<file path="src/rtl/azadi_pinmux_pkg.sv">
// azadi_pinmux_pkg: owner codes, FSM states and defaults shared by the pad mux controller
package azadi_pinmux_pkg;

    typedef enum logic [1:0] {
        OWN_GPIO   = 2'd0,
        OWN_PERIPH = 2'd1,
        OWN_HIZ    = 2'd2,
        OWN_RSVD   = 2'd3
    } owner_e;

    typedef enum logic [1:0] {
        ST_IDLE   = 2'd0,
        ST_GUARD  = 2'd1,
        ST_COMMIT = 2'd2
    } state_e;

    localparam int NUM_PADS_DEF     = 8;
    localparam int GUARD_CYCLES_DEF = 2;

endpackage

</file>
<file path="src/rtl/azadi_pinmux_if.sv">
// azadi_pinmux_if: configuration request handshake between requester and pad mux controller
interface azadi_pinmux_if #(
    parameter int NUM_PADS = 8
) ();
    localparam int SW = NUM_PADS > 1 ? $clog2(NUM_PADS) : 1;

    logic          cfg_valid_i;
    logic          cfg_ready_o;
    logic [SW-1:0] cfg_slot_i;
    logic [1:0]    cfg_sel_i;
    logic          cfg_err_o;

    modport master (
        output cfg_valid_i, cfg_slot_i, cfg_sel_i,
        input  cfg_ready_o, cfg_err_o
    );

    modport slave (
        input  cfg_valid_i, cfg_slot_i, cfg_sel_i,
        output cfg_ready_o, cfg_err_o
    );
endinterface

</file>
<file path="src/rtl/azadi_pinmux_slot.sv">
// azadi_pinmux_slot: one pad's output mux; high-Z when forced or when no driving owner
module azadi_pinmux_slot
    import azadi_pinmux_pkg::*;
(
    input  logic [1:0] owner,
    input  logic       force_hz,
    input  logic       gpio_out,
    input  logic       gpio_oe,
    input  logic       per_out,
    input  logic       per_oe,
    output logic       pad_out,
    output logic       pad_oeb
);
    logic gpio, hz;

    assign gpio    = owner == OWN_GPIO;
    assign hz      = force_hz || !(gpio || owner == OWN_PERIPH);
    assign pad_out = !hz && (gpio ? gpio_out : per_out);
    assign pad_oeb = hz || !(gpio ? gpio_oe : per_oe);
endmodule

</file>
<file path="src/rtl/azadi_pinmux_ctrl.sv">
// azadi_pinmux_ctrl: pad ownership switcher with high-Z guard interval and sticky lock
module azadi_pinmux_ctrl
    import azadi_pinmux_pkg::*;
#(
    parameter int NUM_PADS     = NUM_PADS_DEF,
    parameter int GUARD_CYCLES = GUARD_CYCLES_DEF
) (
    input  logic                  clk_i,
    input  logic                  rst_ni,
    azadi_pinmux_if.slave         cfg,
    input  logic                  lock_i,
    input  logic [NUM_PADS-1:0]   per_out_i,
    input  logic [NUM_PADS-1:0]   per_oe_i,
    input  logic [NUM_PADS-1:0]   gpio_out_i,
    input  logic [NUM_PADS-1:0]   gpio_oe_i,
    output logic [NUM_PADS-1:0]   pad_out_o,
    output logic [NUM_PADS-1:0]   pad_oeb_o,
    output logic [2*NUM_PADS-1:0] owner_o,
    output logic                  busy_o
);
    localparam int SW = NUM_PADS > 1 ? $clog2(NUM_PADS) : 1;

    state_e                     state_q, state_d;
    logic [3:0]                 cnt_q, cnt_d;
    logic                       lock_q, err_q;
    logic                       accept, in_range, reject, start, commit;
    logic [NUM_PADS-1:0]        hz_q;
    logic [NUM_PADS-1:0][1:0]   owner_q;
    logic [SW-1:0]              slot_q;
    logic [1:0]                 sel_q;

    assign accept   = cfg.cfg_valid_i && state_q == ST_IDLE;
    assign in_range = {1'b0, cfg.cfg_slot_i} < (SW+1)'(NUM_PADS);
    assign reject   = lock_q || cfg.cfg_sel_i == OWN_RSVD || !in_range;
    // Re-selecting the current owner is accepted silently with no guard interval
    assign start    = accept && !reject && cfg.cfg_sel_i != owner_q[cfg.cfg_slot_i];
    assign commit   = state_q == ST_COMMIT;

    always_ff @(posedge clk_i or negedge rst_ni) begin
        if (!rst_ni) begin
            state_q <= ST_IDLE;
            cnt_q   <= '0;
        end else begin
            state_q <= state_d;
            cnt_q   <= cnt_d;
        end
    end

    always_comb begin
        state_d = state_q;
        cnt_d   = cnt_q;
        case (state_q)
            ST_IDLE: begin
                state_d = start ? ST_GUARD : ST_IDLE;
                cnt_d   = start ? 4'(GUARD_CYCLES) : cnt_q;
            end
            ST_GUARD: begin
                state_d = cnt_q == 4'd1 ? ST_COMMIT : ST_GUARD;
                cnt_d   = cnt_q - 4'd1;
            end
            default: begin
                state_d = ST_IDLE;
                cnt_d   = '0;
            end
        endcase
    end

    always_ff @(posedge clk_i or negedge rst_ni) begin
        if (!rst_ni) begin
            lock_q  <= 1'b0;
            err_q   <= 1'b0;
            hz_q    <= '0;
            owner_q <= {NUM_PADS{OWN_HIZ}};
            slot_q  <= '0;
            sel_q   <= OWN_HIZ;
        end else begin
            lock_q <= lock_q || lock_i;
            err_q  <= accept && reject;
            if (start) begin
                slot_q               <= cfg.cfg_slot_i;
                sel_q                <= cfg.cfg_sel_i;
                hz_q[cfg.cfg_slot_i] <= 1'b1;
            end
            if (commit) begin
                owner_q[slot_q] <= sel_q;
                hz_q            <= '0;
            end
        end
    end

    assign cfg.cfg_ready_o = state_q == ST_IDLE;
    assign cfg.cfg_err_o   = err_q;
    assign busy_o          = state_q != ST_IDLE;
    assign owner_o         = owner_q;

    for (genvar i = 0; i < NUM_PADS; i++) begin : g_slot
        azadi_pinmux_slot u_slot (
            .owner    (owner_q[i]),
            .force_hz (hz_q[i]),
            .gpio_out (gpio_out_i[i]),
            .gpio_oe  (gpio_oe_i[i]),
            .per_out  (per_out_i[i]),
            .per_oe   (per_oe_i[i]),
            .pad_out  (pad_out_o[i]),
            .pad_oeb  (pad_oeb_o[i])
        );
    end
endmodule

</file>
<file path="src/flat_wrapper.sv">
// flat-port wrapper written by rule: the top's interface ports become plain ports
module azadi_pinmux_ctrl_flat import azadi_pinmux_pkg::*;
#(
    parameter int NUM_PADS     = NUM_PADS_DEF,
    parameter int GUARD_CYCLES = GUARD_CYCLES_DEF
)
  (clk_i, rst_ni, lock_i, per_out_i, per_oe_i, gpio_out_i, gpio_oe_i, pad_out_o, pad_oeb_o, owner_o, busy_o, cfg_cfg_valid_i, cfg_cfg_slot_i, cfg_cfg_sel_i, cfg_cfg_ready_o, cfg_cfg_err_o);
  azadi_pinmux_if #(.NUM_PADS(NUM_PADS)) cfg_i ();
  input  logic clk_i;
  input  logic rst_ni;
  input  logic lock_i;
  input  logic [NUM_PADS-1:0] per_out_i;
  input  logic [NUM_PADS-1:0] per_oe_i;
  input  logic [NUM_PADS-1:0] gpio_out_i;
  input  logic [NUM_PADS-1:0] gpio_oe_i;
  output logic [NUM_PADS-1:0] pad_out_o;
  output logic [NUM_PADS-1:0] pad_oeb_o;
  output logic [2*NUM_PADS-1:0] owner_o;
  output logic busy_o;
  input wire logic [$bits(cfg_i.cfg_valid_i)-1:0] cfg_cfg_valid_i;
  input wire logic [$bits(cfg_i.cfg_slot_i)-1:0] cfg_cfg_slot_i;
  input wire logic [$bits(cfg_i.cfg_sel_i)-1:0] cfg_cfg_sel_i;
  output wire logic [$bits(cfg_i.cfg_ready_o)-1:0] cfg_cfg_ready_o;
  output wire logic [$bits(cfg_i.cfg_err_o)-1:0] cfg_cfg_err_o;
  assign cfg_i.cfg_valid_i = cfg_cfg_valid_i;
  assign cfg_i.cfg_slot_i = cfg_cfg_slot_i;
  assign cfg_i.cfg_sel_i = cfg_cfg_sel_i;
  assign cfg_cfg_ready_o = cfg_i.cfg_ready_o;
  assign cfg_cfg_err_o = cfg_i.cfg_err_o;
  azadi_pinmux_ctrl #(.NUM_PADS(NUM_PADS), .GUARD_CYCLES(GUARD_CYCLES)) u_core (.clk_i(clk_i), .rst_ni(rst_ni), .cfg(cfg_i), .lock_i(lock_i), .per_out_i(per_out_i), .per_oe_i(per_oe_i), .gpio_out_i(gpio_out_i), .gpio_oe_i(gpio_oe_i), .pad_out_o(pad_out_o), .pad_oeb_o(pad_oeb_o), .owner_o(owner_o), .busy_o(busy_o));
endmodule
</file>
<file path="config.mk">
export PLATFORM = sky130hd
export DESIGN_NAME = azadi_pinmux_ctrl_flat
export DESIGN_NICKNAME = d
export VERILOG_FILES = /design/src/rtl/azadi_pinmux_pkg.sv /design/src/rtl/azadi_pinmux_if.sv /design/src/rtl/azadi_pinmux_slot.sv /design/src/rtl/azadi_pinmux_ctrl.sv /design/src/flat_wrapper.sv
export SDC_FILE = /design/constraint.sdc
export NUM_CORES = 1
export LEC_CHECK = 0
export CORE_MARGIN = 3
export CORE_UTILIZATION = 49
export DETAILED_ROUTE_END_ITERATION = 6
export PLACE_DENSITY = 0.95
export SYNTH_ARGS = -nofsm -noshare
export SYNTH_HDL_FRONTEND = slang
export SYNTH_SLANG_ARGS = --single-unit
</file>
<file path="constraint.sdc">
create_clock -name clk_i -period 6 [get_ports clk_i]
set_input_delay 0.9 -clock clk_i [delete_from_list [all_inputs] [get_ports clk_i]]
set_output_delay 0.9 -clock clk_i [all_outputs]
set_load 0.005 [all_outputs]
</file>
## Word level (Yosys, flattened, before mapping)

Cells that the tools add are included.
W data, S select, Z words.

- Add/subtract/negate cells: 1
- Multipliers: 0
- Divide/modulo/power cells: 0
- Magnitude comparators: 4
- Equality and inequality tests: 14
- Shifts and indexed selects: 0
- Multiplexer cells: 30
- Bitwise operators: 1
- Reduce and logical (&&, ||, !) cells: 76

Operators with widths:

| operator | count |
|---|---|
| $logic_or A1 B1 Y1 | 26 |
| $logic_not A1 Y1 | 25 |
| $eq A2 B1 Y1 const B | 9 |
| $logic_not A2 Y1 | 9 |
| $mux W1 | 18 |
| $bwmux W16 | 1 |
| $mux W8 | 2 |
| $logic_and A1 B1 Y1 | 14 |
| $lt A3 B4 Y1 const B | 2 |
| $or A8 B8 Y8 | 1 |
| $pmux W4 S2 | 1 |
| $bmux W2 S3 | 1 |
| $demux W2 S3 | 1 |
| $ge A3 B1 Y1 const B | 2 |
| $mux W2 | 3 |
| $eq A2 B2 Y1 const B | 2 |
| $eq A4 B1 Y1 const B | 1 |
| $mux W4 | 1 |
| $pmux W2 S2 | 1 |
| $reduce_bool A2 Y1 | 2 |
| $sub A4 B1 Y4 const B | 1 |
| $demux W1 S3 | 1 |
| $ne A2 B1 Y1 const B | 1 |
| $ne A2 B2 Y1 | 1 |

- Register bits after elaboration: 37
- Bits in latches: 0
- Memory bits (writable): 0
- ROM bits: 0
- Input port bits: 41
- Output and inout port bits: 35
- Logic and storage cells: 141
- Memories: 0

## Logic depth before layout (Yosys ltp)

Gate-level depths: netlist of run 1.

- Depth in word-level cells: 7
- Mapped depth: 8
- Gate-level depth less buffers: 5

## Hierarchy

From an unflattened synthesis of run 1, not the netlist that was laid out.

- Cell total of the unflattened synthesis: 172
- Area, all modules: 2016.9 µm²

By module, submodules not included:

| module | instances | cells each | area an instance (µm²) | seq. area each (µm²) |
|---|---|---|---|---|
| azadi_pinmux_ctrl | 1 | 140 | 1766.7 | 937.1 |
| azadi_pinmux_slot | 8 | 4 | 31.3 | 0.0 |

## Worst setup path after synthesis of run 1

Ideal clock, no wire load.

- Path type: input-to-reg
- From: input port cfg_cfg_slot_i[0]
- To: register u_core.slot_q[0]
- Setup time: 0.125 ns
- Data arrival time: 2.592 ns
- Required time: 5.875 ns
- Slack: 3.283 ns
- Cell stages on the path: 8
- Path buffers: 3
- Path through: buf_6 buf_12 mux2i_1 mux4_2 xnor2_2 o2111ai_2 buf_6 mux2_4

- Word-level cells in the longest chain between the ends: 4

Ends and longest elaborated chain:

| item | RTL line | source |
|---|---|---|
| start: declaration | flat_wrapper.sv:21 | `input wire logic [$bits(cfg_i.cfg_slot_i)-1:0] cfg_cfg_slot_i;` |
| $bmux W2 S3 | azadi_pinmux_ctrl.sv:36 | `assign start = accept && !reject && cfg.cfg_sel_i != owner_q[cfg.cfg_slot_i];` |
| $mux W2 (not written as such) | azadi_pinmux_ctrl.sv:36 |  |
| $ne A2 B2 Y1 | azadi_pinmux_ctrl.sv:36 |  |
| $logic_and A1 B1 Y1 | azadi_pinmux_ctrl.sv:36 |  |
| end signal: assignment | azadi_pinmux_ctrl.sv:80 | `slot_q <= cfg.cfg_slot_i;` |
| end: declaration | azadi_pinmux_ctrl.sv:29 | `logic [SW-1:0] slot_q;` |

Parallel ways exist; a longest one is shown, timed or not. The select of a mux whose other input is x is not followed.
A chain may end at the register's enable or synchronous reset.

## Worst setup path after layout of run 1

- From: input port cfg_cfg_slot_i[0]
- To: register u_core.slot_q[1]

- Word-level cells in the longest chain between the ends: 4

Ends and longest elaborated chain:

| item | RTL line |
|---|---|
| $bmux W2 S3 | azadi_pinmux_ctrl.sv:36 |
| $mux W2 (not written as such) | azadi_pinmux_ctrl.sv:36 |
| $ne A2 B2 Y1 | azadi_pinmux_ctrl.sv:36 |
| $logic_and A1 B1 Y1 | azadi_pinmux_ctrl.sv:36 |

No other way between the ends. The select of a mux whose other input is x is not followed.

==> results of run 1 <==
==> state kept, by name, summed over array words and instances (netlist names) <==
name and flops:
u_core.owner_o 16, u_core.cfg.cfg_err_o 1, u_core.hz_q 8, u_core.slot_q 3, u_core.state_q 2, u_core.lock_q 1, u_core.sel_q 2, u_core.cnt_q 4
==> cell type report <==
class                   count  area [sq um]  share of cell area, %
inverters                   5          18.8                  0.645
multi-input cells         125          1040                   35.8
flip-flops and latches     37           937                   32.2
clock buffers               8          90.1                   3.10
well taps                  50          62.6                   2.15
repair buffers             76           758                   26.1
==> cells in the mapped netlist (all sizes together) <==
cell     count  area [sq um]
dfrtp       28           701
mux2i       24           240
mux2        21           248
buf         19           163
nor3        12          60.1
nor2        10          37.5
dfstp        9           236
nand2        9          33.8
or3          8          50.1
clkbuf       5          18.8
inv          5          18.8
nand3b       5          37.5
nor3b        5          37.5
a22o         4          36.3
o21ai        3          15.0
a21oi        2          10.0
ha           2          25.0
mux4         2          45.0
nand2b       2          12.5
nor4b        2          17.5
o41ai        2          17.5
xnor2        2          25.0
a221oi       1          15.0
a31oi        1          6.26
a32o         1          10.0
nand3        1          5.00
nand4        1          6.26
nor4bb       1          10.0
o2111a       1          11.3
o2111ai      1          15.0
o31ai        1          7.51
or2          1          6.26
==> power breakdown <==
part / internal [W] / leakage (nW) / switching [W]
sequential: 0.000250 / 0.477 / 0.0000000781
clock: 0.0000936 / 0.0455 / 0.0000830
combinational: 0.0000397 / 0.661 / 0.0000205
total: 0.000383 / 1.18 / 0.000104
==> per-stage QoR <==
step                      cell area, sq um  util [%]  setup WS [ns]
after floorplan                       2180         -           3.28
after global placement                2820      68.0           2.28
after detailed placement              2820      68.0           2.15
after CTS                             2910      70.2           2.46
after global routing                  2910      70.2           2.30
final                                 2910      70.2           2.41
==> kinds of logic after synthesis <==
group	share of synthesized area, %
AO/OA/AOI/OAI	6.61
XOR/XNOR	1.15
AND/OR/NAND/NOR	14.4
multiplexers	24.5
adder cells (fa/ha/maj)	1.15
flip-flops	43.0
buffers and inverters	9.19
==> worst max path at each step <==
| stage | depth (start not counted) | slack (ns) | endpoint |
|---|---|---|---|
| global route | 6 | 2.30 | u_core.slot_q[1] |
| finish | 6 | 2.41 | u_core.slot_q[1] |
| global placement | 6 | 2.28 | u_core.slot_q[1] |
| floorplan | 8 | 3.28 | u_core.slot_q[0] |
| detailed placement | 6 | 2.15 | u_core.sel_q[0] |
| CTS | 6 | 2.46 | u_core.slot_q[1] |
==> layer usage <==
| layer | track usage, % | part of all wire (%) |
|---|---|---|
| met1 | 27.4 | 39 |
| met2 | 37.4 | 50 |
| met3 | 7.02 | 7.7 |
| met4 | 9.84 | 2.7 |
| met5 | 0 | 0 |
==> worst max-delay path, cell delays in order <==
cell and delay, ns:
clkdlybuf4s50_1 0.95, mux2i_1 0.21, mux4_2 0.51, xnor2_1 0.17, o2111ai_2 0.61, mux2_2 0.40
==> impl_metrics.yaml, run 1 <==
worst_setup_path:
  path_class: "primary input to register"
  reg2regPathDepth: 5
  timing.rr.end: "u_core.slot_q[1]"
  worstPathRequired_ns: 6.17
  timing.rr.start: "u_core.owner_o[1]"
  critPathLaunchType: "primary input"
  cp-startpoint: "cfg_cfg_slot_i[0]"
  reg2reg_slack_ns: 3.50
  worst-path-max-fanout: 17
  end_kind: "register"
  arrival_ns: 3.76
routing:
  drtIter0Drc: 97
  drcViolationCount: 0
  ant_nets: 0
  dr.pass1.iters: 4
  routed_wl_microns: 5520
  vias: 1743
  routedWlPerCell_microns: 18.4
  avgViaCountPerCell: 5.79
sta:
  holdWs_ns: 0.487
  tns_ns: 0
  setup_viol: 0
  hold_viol: 0
  fmax_mhz: 279
  finalCritPeriodShare_pct: 59.8
  finClkSkew_ns: 0.00672
  worstMarginPinSlew_ns: 0.742
  fin_crit_ns: 3.59
  slew_headroom_pct: 50.3
  grt_setup_unrepaired: "no"
  slew_viol_final: 0
clock_network:
  clockBufferDepth: 2
  numCtsBuffers: 5
  clock_latency_ns: 0.29
  cts_hold_buffers: 0
  htreeDepth: 2
  cts_resized: 0
  clkTransAtPathRegs_ns: 0.07
  cts-root-buf: "clkbuf_8"
  cts_sinks: 37
  cts_tree: "built"
  post_cts_buffers: 0
logic_synthesis:
  ys_ff_latch: 37
  ys_seq_area_share_pct: 43.0
  syn-num-nets: 234
  synth_area_sq_mm: 0.00218
  yosysUniqueCellTypes: 37
  avgSynthCellArea_sq_um: 11.4
  ys_warn_count: 0
  synthCells: 191
pwr:
  p_leak_nw: 1.18
  peakVddDrop_mv: 0.122
  power.density_mw_per_mm2: 167
  finalPower_w: 0.000487
final_layout:
  diodes: 0
  layout.nets: 293
  post_layout_nonfiller_instances: 301
  drive_gt1_share_pct: 17.5
  layout.cells.most_common_list: "75 x clkdlybuf4s50_1, 28 x dfrtp_1, 24 x mux2i_1"
  fill_cells: 321
  layout_commonest_cell: "clkdlybuf4s50_1"
  synthToLayoutAreaGrowth_pct: 33.5
flow_run:
  maxCapViolCount: 0
grt:
  grt_pass1_wl_microns: 9020
  grtUsageTotal_pct: 22.7
  antenna_found_initial: 0
  grt_pass1_vias: 1846
  gr-total-overflow: 0
  grt_max_degree: 38
placement:
  port_buffers: 75
  dpl.cell_count: 293
  hpwl_microns: 4170
  gp_congestion: 0.832
outcome:
  status: "finished, final reports clean"
hold_path:
  hold_depth: 1
  hold_start: "u_core.lock_q"
  hold_path.class: "register to register"
  hold-path-endpoint: "u_core.lock_q"
floorplan:
  dieArea_sq_mm: 0.00528
  fp.dieH_microns: 72.7
  rows: 23
  die_w_microns: 72.7
  core_sq_mm: 0.00414
  io_pins: 76
  start_util_pct: 52.6
(Power assumes the default switching activity.)
==> run 2, diff against run 1 <==
--- a/config.mk
+++ b/config.mk
@@ -6,9 +6,9 @@
 export NUM_CORES = 1
 export LEC_CHECK = 0
 export CORE_MARGIN = 3
-export CORE_UTILIZATION = 49
+export CORE_UTILIZATION = 41
 export DETAILED_ROUTE_END_ITERATION = 6
-export PLACE_DENSITY = 0.95
+export PLACE_DENSITY = 0.86
 export SYNTH_ARGS = -nofsm -noshare
 export SYNTH_HDL_FRONTEND = slang
 export SYNTH_SLANG_ARGS = --single-unit
==> constraint.sdc (replaced) <==
create_clock -name clk_i -period 3 [get_ports clk_i]
set_input_delay 0.45 -clock clk_i [delete_from_list [all_inputs] [get_ports clk_i]]
set_output_delay 0.45 -clock clk_i [all_outputs]
set_load 0.005 [all_outputs]
==> impl_metrics.yaml, run 2 (synthesis results as in run 1) <==
outcome:
  status: "finished, final reports clean"
final_layout:
  post_layout_nonfiller_instances: 322
  drive_gt1_share_pct: 19.2
  largest_reg_flops: 16
  layout.nets: 297
  diodes: 0
  synthToLayoutAreaGrowth_pct: 36.0
  layout.cells.most_common_list: "75 x clkdlybuf4s50_1, 28 x dfrtp_1, 24 x mux2i_1"
  layout_commonest_cell: "clkdlybuf4s50_1"
  fill_cells: 412
routing:
  drcViolationCount: 0
  avgViaCountPerCell: 5.31
  dr.pass1.iters: 4
  ant_nets: 0
  vias: 1709
  routedWlPerCell_microns: 16.5
  routed_wl_microns: 5300
  drtIter0Drc: 99
sta:
  hold_viol: 0
  setup_slack_ns: 0.504
  slew_headroom_pct: 68.8
  tns_ns: 0
  grt_setup_unrepaired: "no"
  fin_crit_ns: 2.50
  finalCritPeriodShare_pct: 83.2
  worstMarginPinSlew_ns: 0.467
  fmax_mhz: 401
  setup_viol: 0
  slew_viol_final: 0
  finClkSkew_ns: 0.00774
floorplan:
  die_w_microns: 78.9
  io_pins: 76
  rows: 25
  core_sq_mm: 0.00491
  start_util_pct: 44.4
  dieArea_sq_mm: 0.00622
  fp.dieH_microns: 78.9
pwr:
  pwr-share-clk_pct: 36.9
  power_frac_seq_pct: 50.8
  power.net_switching_w: 0.000217
  power.density_mw_per_mm2: 332
  p_int_w: 0.000767
  finalPower_w: 0.000985
  swShare_pct: 22.1
  peakVddDrop_mv: 0.168
  p_leak_nw: 1.20
  comb_power_share_pct: 12.3
grt:
  grt_max_degree: 38
  grt_pass1_wl_microns: 8510
  antenna_found_initial: 0
  gr-total-overflow: 0
  grt_pass1_vias: 1688
  grtUsageTotal_pct: 17.7
placement:
  port_buffers: 75
  hpwl_microns: 4100
  dpl_worst_slack_ns: 0.223
  dpl.cell_count: 314
  gp_congestion: 0.845
clock_network:
  htreeDepth: 2
  post_cts_buffers: 0
  cts_sinks: 37
  numCtsBuffers: 5
  clkTransAtPathRegs_ns: 0.07
  cts_resized: 0
  clock_latency_ns: 0.29
  cts_hold_buffers: 0
  cts_tree: "built"
  cts-root-buf: "clkbuf_8"
  clockBufferDepth: 2
flow_run:
  maxCapViolCount: 0
worst_setup_path:
  worstPathRequired_ns: 3.18
  end_kind: "register"
  path_class: "primary input to register"
  critPathLaunchType: "primary input"
  arrival_ns: 2.67
  worst-path-max-fanout: 17
hold_path:
  hold_path.class: "register to register"
==> run 2: changes by cell type in the layout (fill, tap and decap cells not counted), sizes merged <==
cell      before  now
clkinvlp       0    1
clkbuf         8    7
buf            1    5
==> run 2: critical path: stages <==
cell and delay, ns:
clkdlybuf4s50_1 0.46, buf_4 0.23, mux2i_1 0.11, mux4_2 0.52, xnor2_2 0.17, o2111ai_2 0.20
buf_4 0.20, mux2_2 0.33
==> run 2: through the flow <==
step | hold slack, ns | utilization, % | instance area (sq um)
after floorplan | 0.154 | - | 2180
after global placement | 0.457 | 58.4 | 2870
after detailed placement | 0.466 | 58.4 | 2870
after CTS | 0.488 | 60.3 | 2960
after global routing | 0.510 | 60.3 | 2960
final | 0.480 | 60.3 | 2960
==> run 2: cell type report <==
class                           count  area (sq um)  share of cell area (%)
Clock buffer                        7          86.3                    2.91
Clock inverter                      1          7.51                   0.253
Inverter                            5          18.8                   0.633
Multi-Input combinational cell    125          1040                    35.1
Sequential cell                    37           937                    31.6
Tap cell                           67          83.8                    2.83
Timing Repair Buffer               80           788                    26.6
==> run 2: power groups by stage <==
| stage | logic [W] | clock network [W] | registers (W) |
|---|---|---|---|
| final | 0.000121 | 0.000364 | 0.000500 |
| after global routing | 0.000131 | 0.000396 | 0.000500 |
| after CTS | 0.000122 | 0.000372 | 0.000500 |
| after detailed placement | 0.000122 | 0 | 0.000509 |
| after global placement | 0.000119 | 0 | 0.000509 |
| after floorplan | 0.0000480 | 0 | 0.000509 |
==> run 2: path summary, 6_finish.rpt <==
kind	startpoint	end	slack (ns)	depth (start not counted)
min	u_core.lock_q	u_core.lock_q	0.48	1
max in group asynchronous	rst_ni	u_core.owner_o[5]	2.07	2
min reg2reg	u_core.lock_q	u_core.lock_q	0.48	1
max	cfg_cfg_slot_i[0]	u_core.slot_q[1]	0.50	8
max reg2reg	u_core.owner_o[13]	u_core.slot_q[1]	0.82	6
min in group asynchronous	rst_ni	u_core.state_q[0]	0.58	2
==> run 2: per-layer routing <==
layer / share of wire (%) / track usage [%]
met2: 50 / 29.7
met4: 1.5 / 6.70
met5: 0 / 0
met3: 7.2 / 4.65
met1: 41 / 21.8
